`config.mk`:
```
export PLATFORM = sky130hd
export DESIGN_NAME = cordic_sweep_sequencer
export DESIGN_NICKNAME = d
export VERILOG_FILES = /design/src/rtl/cordic_sweep_sequencer.sv
export SDC_FILE = /design/constraint.sdc
export NUM_CORES = 1
export LEC_CHECK = 0
export ABC_AREA = 0
export CAP_MARGIN = 20
export CORE_MARGIN = 3
export CORE_UTILIZATION = 63
export DETAILED_ROUTE_END_ITERATION = 6
export PLACE_DENSITY = 0.84
export SLEW_MARGIN = 40
export SYNTH_ARGS = -nofsm -noshare
export SYNTH_HDL_FRONTEND = slang
export SYNTH_SLANG_ARGS = --single-unit
```
`constraint.sdc`:
```
create_clock -name clk1 -period 11.4 [get_ports clk1]
set_input_delay 1.14 -clock clk1 [delete_from_list [all_inputs] [get_ports clk1]]
set_output_delay 1.14 -clock clk1 [all_outputs]
set_load 0.01 [all_outputs]
```
`src/rtl/cordic_sweep_sequencer.sv`:
```
// Frequency-sweep controller for the CORDIC waveform core; retunes only on phase-wrap events.
// Latency: start -> outputs next cycle; dwell-completing wrap -> new freq two cycles later. No backpressure.
module cordic_sweep_sequencer #(
  parameter int FREQ_W  = 13,
  parameter int DWELL_W = 16
) (
  input  logic               clk1,
  input  logic               reset,
  input  logic               start,
  input  logic               abort,
  input  logic [1:0]         mode,
  input  logic [FREQ_W-1:0]  f_start,
  input  logic [FREQ_W-1:0]  f_stop,
  input  logic [FREQ_W-1:0]  f_step,
  input  logic [DWELL_W-1:0] dwell,
  input  logic [1:0]         wave_cfg,
  input  logic               phase_wrap,
  output logic [FREQ_W-1:0]  freq,
  output logic [1:0]         waveform_sel,
  output logic               busy,
  output logic               dir,
  output logic               done
);

  typedef enum logic [1:0] {S_IDLE, S_DWELL, S_STEP, S_DONE} state_t;

  state_t               state_q, state_d;
  logic [FREQ_W-1:0]    freq_q, freq_d;
  logic [1:0]           wsel_q, wsel_d;
  logic                 dir_q, dir_d;
  logic [DWELL_W-1:0]   cnt_q, cnt_d;
  logic [DWELL_W-1:0]   target_q, target_d;
  logic [FREQ_W-1:0]    lo_q, lo_d;
  logic [FREQ_W-1:0]    hi_q, hi_d;
  logic [FREQ_W-1:0]    step_q, step_d;
  logic [1:0]           mode_q, mode_d;

  logic [FREQ_W:0]      up_sum;
  logic [FREQ_W:0]      dn_diff;
  logic [FREQ_W-1:0]    up_nxt;
  logic [FREQ_W-1:0]    dn_nxt;
  logic [DWELL_W:0]     cnt_inc;
  logic                 at_hi;
  logic                 at_lo;
  logic                 new_dir;

  // Clamped step candidates; one extra bit catches overflow and underflow.
  always_comb begin
    up_sum  = {1'b0, freq_q} + {1'b0, step_q};
    dn_diff = {1'b0, freq_q} - {1'b0, step_q};
    up_nxt  = (up_sum > {1'b0, hi_q}) ? hi_q : up_sum[FREQ_W-1:0];
    dn_nxt  = (dn_diff[FREQ_W] || (dn_diff[FREQ_W-1:0] < lo_q)) ? lo_q : dn_diff[FREQ_W-1:0];
    cnt_inc = {1'b0, cnt_q} + {{DWELL_W{1'b0}}, phase_wrap};
    at_hi   = (freq_q == hi_q);
    at_lo   = (freq_q == lo_q);
    new_dir = at_hi ? 1'b0 : (at_lo ? 1'b1 : dir_q);
  end

  always_comb begin
    state_d  = state_q;
    freq_d   = freq_q;
    wsel_d   = wsel_q;
    dir_d    = dir_q;
    cnt_d    = cnt_q;
    target_d = target_q;
    lo_d     = lo_q;
    hi_d     = hi_q;
    step_d   = step_q;
    mode_d   = mode_q;

    case (state_q)
      S_IDLE: begin
        if (start && !abort) begin
          lo_d     = (f_start > f_stop) ? f_stop : f_start;
          hi_d     = (f_start > f_stop) ? f_start : f_stop;
          step_d   = f_step;
          mode_d   = mode;
          target_d = (dwell == '0) ? DWELL_W'(1) : dwell;
          freq_d   = (f_start > f_stop) ? f_stop : f_start;
          wsel_d   = wave_cfg;
          dir_d    = 1'b1;
          cnt_d    = '0;
          state_d  = S_DWELL;
        end
      end

      S_DWELL: begin
        if (abort) begin
          cnt_d   = '0;
          state_d = S_IDLE;
        end else if (cnt_inc >= {1'b0, target_q}) begin
          // A wrap carried over from STEP can already satisfy a dwell of 1.
          cnt_d   = '0;
          state_d = S_STEP;
        end else begin
          cnt_d = cnt_inc[DWELL_W-1:0];
        end
      end

      S_STEP: begin
        if (abort) begin
          cnt_d   = '0;
          state_d = S_IDLE;
        end else begin
          cnt_d   = phase_wrap ? DWELL_W'(1) : '0;
          state_d = S_DWELL;
          if (mode_q != 2'b11 && step_q != '0) begin
            case (mode_q)
              2'b00: begin
                if (at_hi) state_d = S_DONE;
                else       freq_d  = up_nxt;
              end
              2'b01:   freq_d = at_hi ? lo_q : up_nxt;
              default: begin
                dir_d  = new_dir;
                freq_d = new_dir ? up_nxt : dn_nxt;
              end
            endcase
          end
        end
      end

      default: state_d = S_IDLE;
    endcase
  end

  always_ff @(posedge clk1 or posedge reset) begin
    if (reset) begin
      state_q  <= S_IDLE;
      freq_q   <= '0;
      wsel_q   <= '0;
      dir_q    <= 1'b1;
      cnt_q    <= '0;
      target_q <= DWELL_W'(1);
      lo_q     <= '0;
      hi_q     <= '0;
      step_q   <= '0;
      mode_q   <= '0;
    end else begin
      state_q  <= state_d;
      freq_q   <= freq_d;
      wsel_q   <= wsel_d;
      dir_q    <= dir_d;
      cnt_q    <= cnt_d;
      target_q <= target_d;
      lo_q     <= lo_d;
      hi_q     <= hi_d;
      step_q   <= step_d;
      mode_q   <= mode_d;
    end
  end

  assign freq         = freq_q;
  assign waveform_sel = wsel_q;
  assign dir          = dir_q;
  assign busy         = (state_q == S_DWELL) || (state_q == S_STEP);
  assign done         = (state_q == S_DONE);

endmodule
```
# Yosys cells after proc, flatten, opt, wreduce, memory -nomap -nowiden
# Index checks and enable logic that the tools add are counted.
# word_totals
regBits	91
output_inout_bits	18
elab_cells	81
# classes
addsub	3
n_lt_le_gt_ge	4
n_eq_ne	13
muxes	34
n_reduce_logical	17
# ops
operator	n
$mux W13	10
$mux W16	4
$pmux W13 S2	2
$pmux W16 S3	1
$eq A13 B13 Y1	2
$add A16 B1 Y17	1
$ge A17 B16 Y1	1
$logic_not A16 Y1	1
$add A13 B13 Y14	1
$gt A14 B13 Y1	1
$mux W2	7
$sub A13 B13 Y14	1
$gt A13 B13 Y1	1
$lt A13 B13 Y1	1
$reduce_bool A13 Y1	1
$ne A2 B2 Y1 const B	5
$reduce_and A5 Y1	2
$mux W1	8
$ne A3 B3 Y1 const B	2
$pmux W2 S3	1
$reduce_and A2 Y1	3
$eq A2 B1 Y1 const B	2
$eq A2 B2 Y1 const B	2
$logic_not A2 Y1	2
other kinds (7)	9

# Longest topological paths before layout
# Gate-level depths: netlist of the first run.
# logic_depth
word_depth	9
mapped_depth	20
ltp_nobuf	19

# Worst setup path before layout of the first run
# Ideal clock, no wire load.
# synth_path
kind	register to register
from	register freq_q[0], in the netlist freq[0]
to	register freq_q[2], in the netlist freq[2]
setup_ns	0.142
arrival_ns	3.856
slack_ns	7.401
path_stages_with_launch	21
synth_period_minus_slack_ns	3.999
path_cell_list	dfrtp_1 -> inv_1 -> ha_1 -> inv_1 -> fa_1 -> a21oi_1 -> o2111ai_1 -> a31oi_1 -> o21bai_1 -> a21oi_1 -> xnor2_1 -> ha_1 -> a21oi_1 -> o21ai_0 -> or4_1 -> o22ai_1 -> a211oi_2 -> a2bb2oi_2 -> buf_6 -> o221ai_1 -> o221ai_1
# synth_via
elab_chain_len	9
word_cells_on_any_way	20
classes_between	add/sub (2); order compare (2); eq/ne (3); mux (11); reduce/logical (2)
# synth_rtl
item	line_no	rtl
start: declaration	28	logic [FREQ_W-1:0] freq_q, freq_d;
start signal: assignment	141	freq_q <= freq_d;
$sub A13 B13 Y14	50	dn_diff = {1'b0, freq_q} - {1'b0, step_q};
$lt A13 B13 Y1	52	dn_nxt = (dn_diff[FREQ_W] || (dn_diff[FREQ_W-1:0] < lo_q)) ? lo_q : dn_diff[FREQ_W-1:0];
$logic_or A1 B1 Y1	52	
$mux W13	52	
$mux W13	116	freq_d = new_dir ? up_nxt : dn_nxt;
$pmux W13 S2	108	case (mode_q)
$mux W13	107	if (mode_q != 2'b11 && step_q != '0) begin
$mux W13	101	if (abort) begin
$pmux W13 S2	71	case (state_q)
# Parallel ways exist; a longest one is shown, timed or not. The select of a mux whose other input is x is not followed.
# A chain may end at the register's enable or synchronous reset.

# Worst setup path after layout of the first run
# layout_path
from	register freq_q[0], in the netlist freq[0]
to	register freq_q[0], in the netlist freq[0]
# Same word-level chain as after synthesis.

==> results of run 1 <==
power by group through the flow:
stage	sequential, mW	clock, mW	combinational, mW
after floorplan	0.588	0	1.50
after global placement	0.634	0	1.90
after detailed placement	0.644	0	1.98
after CTS	0.637	0.311	2.00
after global routing	0.661	0.323	2.26
final	0.644	0.309	2.04
synth_stat cells (3+ instances only):
library cell / n / share of area, %
a41oi_1: 3 / 0.35
a21o_1: 9 / 0.90
inv_1: 90 / 4.5
nor2b_1: 9 / 0.75
a21boi_0: 3 / 0.30
o2111ai_1: 3 / 0.35
nor4_1: 9 / 0.75
a21oi_1: 44 / 2.9
buf_2: 9 / 0.60
o31ai_1: 5 / 0.50
o21bai_1: 8 / 0.80
and2_1: 3 / 0.25
nor2_1: 54 / 2.7
a211oi_1: 14 / 1.4
and3_1: 8 / 0.66
nand2b_1: 7 / 0.58
buf_6: 4 / 0.60
nand3_1: 18 / 1.2
nand2_1: 79 / 3.9
nand4_1: 14 / 1.2
ha_1: 86 / 14
dfrtp_1: 89 / 30
mux2i_1: 17 / 2.3
a31oi_1: 6 / 0.50
nand3b_1: 3 / 0.30
buf_1: 3 / 0.15
a22o_1: 5 / 0.58
o221ai_1: 21 / 2.4
nor3b_1: 3 / 0.30
o21a_1: 4 / 0.40
nor3_1: 13 / 0.86
mux2_2: 35 / 5.2
o21ai_0: 60 / 4.0
xor2_1: 16 / 1.9
o211ai_1: 4 / 0.40
xnor2_1: 45 / 5.2
clkbuf_1: 13 / 0.65
cell families (layout without fill, tap and decap cells):
logic type / count (synthesis) / in the layout
AND/OR/NAND/NOR: 232 / 232
buffers and inverters: 123 / 193
multiplexers: 52 / 52
AO/OA/AOI/OAI: 209 / 209
adder cells (fa/ha/maj): 88 / 88
flip-flops: 91 / 91
XOR/XNOR: 61 / 61
layout make-up:
cell class	count	area [um2]
multi-input cells	642	4745
fillers	878	2863
flip-flops and latches	91	2280
repair buffers	86	855.8
inverters	91	342.8
clock buffers	10	229.0
well taps	143	178.9
clock inverters	6	71.32
metal layers:
layer / share of wire (%) / routed length, um / vias up / global-route usage, %
met5: 0 / 0 / - / 0
li1: - / - / 3166 / -
met3: 7.8 / 1597 / 29 / 4.789
met4: 1.6 / 331 / 0 / 7.590
met1: 46 / 9333 / 3284 / 47.42
met2: 45 / 9207 / 284 / 48.92
worst paths after layout:
| kind | start | endpoint | slack, ns | depth (start not counted) |
|---|---|---|---|---|
| min in group asynchronous | reset | waveform_sel[1] | 1.04 | 2 |
| worst max-delay path | freq[0] | freq[0] | 6.66 | 19 |
| worst max register to register | freq[0] | freq[0] | 6.66 | 19 |
| worst min-delay path | cnt_q[0] | cnt_q[0] | 0.51 | 1 |
| worst min register to register | cnt_q[0] | cnt_q[0] | 0.51 | 1 |
| max in group asynchronous | reset | step_q[12] | 9.39 | 3 |
stage by stage:
stage / power [mW] / utilization, % / area (um2) / setup slack (ns) / hold slack, ns
after global routing: 3.245 / 75.25 / 8702 / 6.333 / 0.5191
after global placement: 2.538 / 72.49 / 8383 / 6.590 / 0.4834
final: 2.991 / 75.25 / 8702 / 6.663 / 0.5059
after detailed placement: 2.625 / 72.65 / 8402 / 6.440 / 0.4942
after CTS: 2.952 / 75.25 / 8702 / 6.716 / 0.5100
after floorplan: 2.087 / - / 7532 / 7.401 / 0.4607
flip-flops by register name, summed over array words and instances (netlist names):
register and cells:
cnt_q 16, dir 1, freq 13, hi_q 13, lo_q 13, mode_q 2
state_q 2, step_q 13, target_q 16, waveform_sel 2
worst register-to-register path, stage by stage (launching register included):
cell       delay [ns]
dfrtp_1          0.46
inv_1            0.09
ha_1             0.16
inv_1            0.06
fa_1             0.41
a21oi_1          0.28
o2111ai_1        0.20
a31oi_1          0.28
o21bai_1         0.11
a21oi_1          0.18
xnor2_1          0.19
ha_1             0.31
a21oi_1          0.14
o21ai_0          0.12
or4_1            0.49
o22ai_1          0.19
a211oi_2         0.08
nand2_1          0.42
o221ai_1         0.20
o221ai_1         0.26
==> metrics, run 1 <==
outcome=finished clean; Avg Inst Size Synth=8.799 um2; WP data arrival=between 4 and 5 ns; Distinct cells, synth=68; Avg WL per Cell=19.15 um; largest net degree at the start of global routing=79; RSZ-0062 raised after global routing=no; Synth Area in XOR/XNOR=7.093%; Worst Setup End Kind=register; Clk pin slew, worst setup/hold paths=0.07 ns; Seq/Total Area, Yosys=30.27%; # IOs=82; Final min period=4.737 ns; VDD IR-drop max=~0.17 mV; total CTS buffers=9; ANT cells=0; Clock power frac=around 10%; Setup violations, final=0; startpoint class of the critical path=register; WP data required=11.64 ns; max_cap viols=0; Slew HR=roughly half; Gate Count Post-Synth=856; clock sink count=91; vias in the first global route=6394; Period Utilization, post-route=41.55%; Post-DP HPWL=between 15 and 20 mm; number of synthesized flops with an enable pin=0; Adder-Cell Fraction of Synth Area=14.82%; Routability Congestion=1.017; Detail Route Antenna Nets=0; TritonCTS clock tree=done; first-pass GRT wire length=33.04 mm; hold buffer count at CTS=0; Static Leak=3.993 nW; switching share of total power=50.33%; NetSw=around 1.5 mW; Comb pwr share=68.1%; CP peak stage delay=about 0.5 ns; Final Hold Viols=0; Syn. warnings=0; total gr overflow=0; maximum clock path buffer count=2; DR iter-0 viols=644; fmax=211.1 MHz; Hold WC Path Type=register to register; initial antenna violation count=0; critical path type=register to register; most used cell, CP=a21oi_1; Final nets=around 1100; DP Cell Count=1053; Final Skew=0.01012 ns; clock latency on the worst-skew pair=0.36 ns; CP top delay family=compound AO/OA/AOI/OAI gates; Die ar.=13300 um2; most frequent cells in the layout=inv_1 (89), dfrtp_1 (89), ha_1 (86); Synth Area in Simple Gates=14.75%; Seq pwr share=21.5%; Total Routing Usage GR=31.83%; DR vias=6763; IO Port Bufs=81; Non-Filler Instances=1069; multiplexer share of the synthesized area=7.492%; # DRC=0; starting density of the core=65.13%; depth of the CTS H-tree=3; Root Buffer=clkbuf_16; Main synth FF type=dfrtp_1; core area=11560 um2; WL final=20.47 mm; die height=roughly 120 um; Mapped Area=about 7500 um2; via/cell ratio=6.326; worst-margin pin slew=0.7494 ns; cts repair resizes=0; largest family of logic cells by synthesized area=compound AO/OA/AOI/OAI gates; Buf/Inv on CP=2; die width=115.3 um; TritonRoute pass-1 iters=5; pwr/cell area=343.7 nW/um2; CP max FO=12; standard-cell row count=39; post-route setup TNS=0 ns; cell chain of the critical path=inv_1 > ha_1 > inv_1 > fa_1 > a21oi_1 > o2111ai_1 > a31oi_1 > o21bai_1 > a21oi_1 > xnor2_1 > ha_1 > a21oi_1 > o21ai_0 > or4_1 > o22ai_1 > a211oi_2 > nand2_1 > o221ai_1 > o221ai_1; setup bufs post-CTS=0; compound-gate portion of the synthesized area=18.79%; Crit-path slowest cell=or4_1; Mapped Nets=roughly 1000; internal power=~1.5 mW; share of layout cells above drive strength 1=between 7 and 8%; #FFs+latches synth=91; Layout area overhead=15.53%; Slew Viols, Final=0; FFs w/ async S/R, synth=100.0%
No activity file was read; power rests on OpenSTA's default activity.
==> run 2, diff against run 1 <==
CORE_UTILIZATION = 53   (was 63)
PLACE_DENSITY = 0.75   (was 0.84)
clock period = 4.2 ns   (was 11.4 ns; I/O delays follow)
==> metrics, run 2 (same netlist as run 1, synthesis figures left out) <==
Hold WC Path Type=input pin to async pin; Critical Path Source=freq[0]; Final Skew=0.008071 ns (-0.002053 ns); Post-DP HPWL=15.17 mm (-3.6%); WP data arrival=4.24 ns (-0.74 ns); max_cap viols=0 (unchanged); depth of the CTS H-tree=3 (unchanged); Final WS setup=0.1544 ns (-6.509 ns); most frequent cells in the layout=dfrtp_1 (89), inv_1 (88), ha_1 (84); standard-cell row count=42 (+7.7%); Period Utilization, post-route=96.32% (+55 points); Static Leak=4.164 nW (+4.3%); # DRC=0 (unchanged); Buf/Inv on CP=2 (unchanged); total gr overflow=0 (unchanged); maximum clock path buffer count=2 (unchanged); pwr/cell area=946.6 nW/um2 (+180%); hold buffer count at CTS=0 (unchanged); starting density of the core=55.56% (-9.6 points); NetSw=4.193 mW (+180%); startpoint class of the critical path=register; clock latency on the worst-skew pair=0.35 ns (about the same); Setup violations, final=0 (unchanged); RSZ-0062 raised after global routing=yes; DR vias=6645 (-1.7%); Slew Viols, Final=0 (unchanged); Routability Congestion=0.9775 (-3.9%); first-pass GRT wire length=31.82 mm (-3.7%); Final Hold Viols=0 (unchanged); Slew HR=46.02% (-3.9 points); Seq pwr share=19.2% (-2.3 points); pre-CTS worst setup slack=-0.03383 ns (-6.474 ns); Total Routing Usage GR=24.76% (-7.1 points); cell area after layout=9126 um2 (+4.9%); Comb pwr share=71.6% (+3.5 points); largest net degree at the start of global routing=72 (-8.9%); Avg WL per Cell=17.31 um (-9.6%); clock sink count=91 (unchanged); outcome=finished clean; CP max FO=7 (-5); worst-margin pin slew=0.8024 ns (+0.05296 ns); post-route setup TNS=0 ns (unchanged); TritonRoute pass-1 iters=5 (unchanged); VDD IR-drop max=0.4920 mV (+190%); via/cell ratio=5.881 (-7.0%); biggest regs=cnt_q (16), target_q (16); share of layout cells above drive strength 1=13.00% (+5.0 points); Layout area overhead=21.16%; total CTS buffers=9 (unchanged); CP peak stage delay=0.49 ns (about the same); WP data required=4.39 ns (-7.25 ns); DR iter-0 viols=573 (-11%); Non-Filler Instances=1130 (+5.7%); commonest non-fill, non-tap cell in the layout=dfrtp_1; Clk pin slew, worst setup/hold paths=0.07 ns (about the same); Final min period=4.046 ns (-0.6914 ns); TritonCTS clock tree=done; Final nets=1101 (+2.6%); switching share of total power=48.54% (-1.8 points); # IOs=82 (unchanged); die height=125.2 um (+8.6%); vias in the first global route=6213 (-2.8%); Detail Route Antenna Nets=0 (unchanged); IO Port Bufs=81 (unchanged); internal power=4.446 mW (+200%); Worst R2R Start=freq[0]; ANT cells=0 (unchanged); Clock power frac=9.2% (-1.1 points); most used cell, CP=a21oi_2; die width=125.2 um (+8.6%); core area=13560 um2 (+17%); Die ar.=15680 um2 (+18%); Worst Setup End Kind=register; WL final=19.56 mm (-4.4%); Crit-path slowest cell=or4_1; fmax=247.2 MHz (+17%); initial antenna violation count=0 (unchanged); critical path type=register to register; cell chain of the critical path=inv_1 > ha_2 > inv_2 > fa_2 > a21oi_2 > o2111ai_2 > a31oi_2 > o21bai_1 > a21oi_1 > xnor2_1 > ha_1 > a21oi_2 > o21ai_1 > or4_1 > o22ai_2 > a211oi_4 > a2bb2oi_4 > o221ai_2 > o221ai_1; CP top delay family=compound AO/OA/AOI/OAI gates; DP Cell Count=1109 (+5.3%); Root Buffer=clkbuf_16; Placement Cell Area=8646 um2 (+2.9%)
## run 2: cell count changes in the layout (fill, tap and decap cells not counted), sizes merged
cell	change
bufinv	-1
buf	+27
clkbuf	+2
a2bb2oi	+1
inv	-1
## run 2: routing by layer
metal  routed length, um  GRT usage, %
met5                   0             0
met2                8510         36.67
met4                 395         5.548
met1                9354         37.79
met3                1303         4.435
## run 2: per-stage QoR
step	total power, mW	hold slack, ns	utilization [%]
floorplan	5.664	0.4607	-
global placement	7.228	0.4779	63.74
detailed placement	7.288	0.4811	63.77
CTS	8.144	0.4353	65.91
global route	9.366	0.4628	67.31
finish	8.639	0.4185	67.31
## run 2: area by class of cell
type	count	area, um2
inverter	91	346.6
clock inverter	4	33.78
sequential	91	2280
multi-input combinational	643	4901
clock buffer	12	256.5
fill	1137	4432
tap	176	220.2
timing repair buffer	113	1089
## run 2: what timing repair did
item | 4_1_cts | 5_1_grt
hold endpoints to repair | 0 | 0
pin swaps | 1 | 15
cloned | 0 | 1
endpoints found under the setup margin | 8 | 13
gates resized for setup | 0 | 27
buffers inserted | 0 | 4
## run 2: worst reg2reg max path: stages (launching register included)
cell,delay (ns)
dfrtp_1,0.40
inv_1,0.07
ha_2,0.18
inv_2,0.04
fa_2,0.35
a21oi_2,0.20
o2111ai_2,0.15
a31oi_2,0.23
o21bai_1,0.10
a21oi_1,0.16
xnor2_1,0.18
ha_1,0.31
a21oi_2,0.14
o21ai_1,0.08
or4_1,0.49
o22ai_2,0.15
a211oi_4,0.09
a2bb2oi_4,0.24
o221ai_2,0.18
o221ai_1,0.15
## run 2: path summary, 6_finish.rpt
kind | cells past startpoint | to | slack [ns]
hold reg to reg | 2 | target_q[0] | 0.49
max in group asynchronous | 3 | target_q[0] | 3.05
hold / removal | 2 | waveform_sel[0] | 0.42
setup / recovery | 19 | freq[0] | 0.15
setup reg to reg | 19 | freq[0] | 0.15
min in group clk1 | 2 | target_q[0] | 0.49
## run 2: power groups by stage
stage          Clock (mW)  Sequential, mW  Combinational, mW
2_1_floorplan           0            1.60               4.07
3_3_place_gp            0            1.64               5.59
3_5_place_dp            0            1.65               5.64
4_1_cts             0.811            1.63               5.70
5_1_grt             0.844            1.71               6.81
6_report            0.791            1.66               6.19
==> run 3, diff against run 2 <==
CORE_MARGIN = not set   (was 3)
HOLD_SLACK_MARGIN = 0.15   (was not set)
==> metrics, run 3 (same netlist as run 1, synthesis figures left out) <==
TritonCTS clock tree=done; outcome=finished clean; IO Port Bufs=81 (unchanged); startpoint class of the critical path=register; Fin Hold WS=0.4357 ns (+0.01720 ns); Final Hold Viols=0 (unchanged); Slew HR=51.84% (+5.8 points); # IOs=82 (unchanged); uppermost layer routed=met4; depth of the CTS H-tree=3 (unchanged); Avg WL per Cell=17.40 um (+0.51%); die width=121.2 um (-3.2%); Period Utilization, post-route=99.39% (+3.1 points); clock latency on the worst-skew pair=0.36 ns (about the same); ANT cells=0 (unchanged); Worst Setup End Kind=register; Total Routing Usage GR=27.39% (+2.6 points); share of layout cells above drive strength 1=13.49% (+0.50 points); CP peak stage delay=0.51 ns (+0.02 ns); vias in the first global route=6250 (+0.60%); Critical Path Source=freq[0]; most frequent cells in the layout=inv_1 (88), dfrtp_1 (88), ha_1 (82); Root Buffer=clkbuf_16; core area=13880 um2 (+2.4%); die height=121.2 um (-3.2%); Placement Cell Area=8675 um2 (+0.33%); # DRC=0 (unchanged); total gr overflow=0 (unchanged); Final Skew=0.009829 ns (+0.001757 ns); routed wl met3=1.130 mm (-13%); Slew Viols, Final=0 (unchanged); Routability Congestion=0.9408 (-3.8%); Final nets=1103 (+0.18%); Static Leak=4.198 nW (+0.81%); WP data required=4.39 ns (about the same); Detail Route Antenna Nets=0 (unchanged); Pwr Total=8.811 mW (+2.0%); Clk pin slew, worst setup/hold paths=0.06 ns (about the same); VDD IR-drop max=0.5060 mV (+2.8%); DR vias=6668 (+0.35%); Worst R2R Start=freq[0]; Post-DP HPWL=14.99 mm (-1.2%); largest net degree at the start of global routing=76 (+5.6%); Setup violations, final=0 (unchanged); r2r setup slk=0.03 ns (-0.13 ns); Buf/Inv on CP=2 (unchanged); WL final=19.77 mm (+1.0%); standard-cell row count=43 (+2.4%); biggest regs=cnt_q (16), target_q (16); routed length on met2=8.587 mm (+0.90%); via/cell ratio=5.870 (-0.18%); CP top delay family=compound AO/OA/AOI/OAI gates; starting density of the core=54.26% (-1.3 points); Final min period=4.174 ns (+0.1288 ns); WP data arrival=4.37 ns (+0.13 ns); total CTS buffers=9 (unchanged); hold buffer count at CTS=0 (unchanged); worst-margin pin slew=0.7158 ns (-0.08656 ns); max_cap viols=0 (unchanged); first-pass GRT wire length=31.07 mm (-2.4%); Layout area overhead=22.26%; critical path type=register to register; cell area after layout=9209 um2 (+0.90%); Hold WC Path Type=input pin to async pin; maximum clock path buffer count=2 (unchanged); M1 wire length=9.585 mm (+2.5%); post-route setup TNS=0 ns (unchanged); cell chain of the critical path=inv_1 > ha_1 > inv_1 > fa_2 > a21oi_2 > o2111ai_2 > a31oi_2 > o21bai_1 > a21oi_1 > xnor2_1 > ha_1 > a21oi_2 > o21ai_2 > or4_1 > o22ai_2 > a211oi_4 > a2bb2oi_2 > o221ai_1 > o221ai_1; Crit-path slowest cell=or4_1; Die ar.=14690 um2 (-6.3%); CP max FO=6 (-1); initial antenna violation count=0 (unchanged); Finished Core Util=66.34% (-0.97 points); DR iter-0 viols=566 (-1.2%); TritonRoute pass-1 iters=4 (-1); clock sink count=91 (unchanged); pwr/cell area=956.8 nW/um2 (+1.1%); fmax=239.6 MHz (-3.1%)
run 3: cell count changes in the layout (fill, tap and decap cells not counted), sizes merged:
cell    previous run  this run
clkinv             3         2
bufinv             0         2
clkbuf            12        11
buf               32        34
run 3: path summary, 6_finish.rpt:
path,endpoint,cells past startpoint
worst max-delay path,freq[12],19
worst min-delay path,hi_q[1],2
max in group asynchronous,dir,3
worst min register to register,target_q[0],2
min in group clk1,target_q[0],2
worst max register to register,freq[12],19
run 3: report_power, final:
part           internal, mW  leakage [nW]  switching (mW)
registers              1.25          1.13           0.425
logic                  2.75          2.92            3.51
clock network         0.525         0.150           0.354
total                  4.52          4.20            4.29
run 3: area by class of cell:
| class | instances | area (um2) |
|---|---|---|
| well taps | 180 | 225.2 |
| clock buffers | 11 | 232.7 |
| clock inverters | 5 | 85.08 |
| fillers | 1143 | 4672 |
| flip-flops and latches | 91 | 2281 |
| multi-input cells | 643 | 4926 |
| repair buffers | 115 | 1116 |
| inverters | 91 | 342.8 |
run 3: metal layers:
metal,GRT usage [%],vias up
li1,-,3233
met1,40.08,3197
met2,40.82,208
met3,3.336,30
met4,10.96,0
met5,0,-
run 3: metrics by stage:
step                cells  setup WS [ns]
floorplan             856         0.2012
detailed placement   1115       -0.05916
global placement     1115        0.07124
CTS                  1131        0.01409
finish               1136        0.02568
global route         1136        -0.1437
run 3: timing repair:
| item | 4_1_cts | 5_1_grt |
|---|---|---|
| cloned | 0 | 1 |
| setup endpoints to repair | 10 | 13 |
| pin swaps | 1 | 17 |
| resized for setup | 1 | 33 |
| buffers inserted | 0 | 4 |
| endpoints found under the hold margin | 0 | 0 |
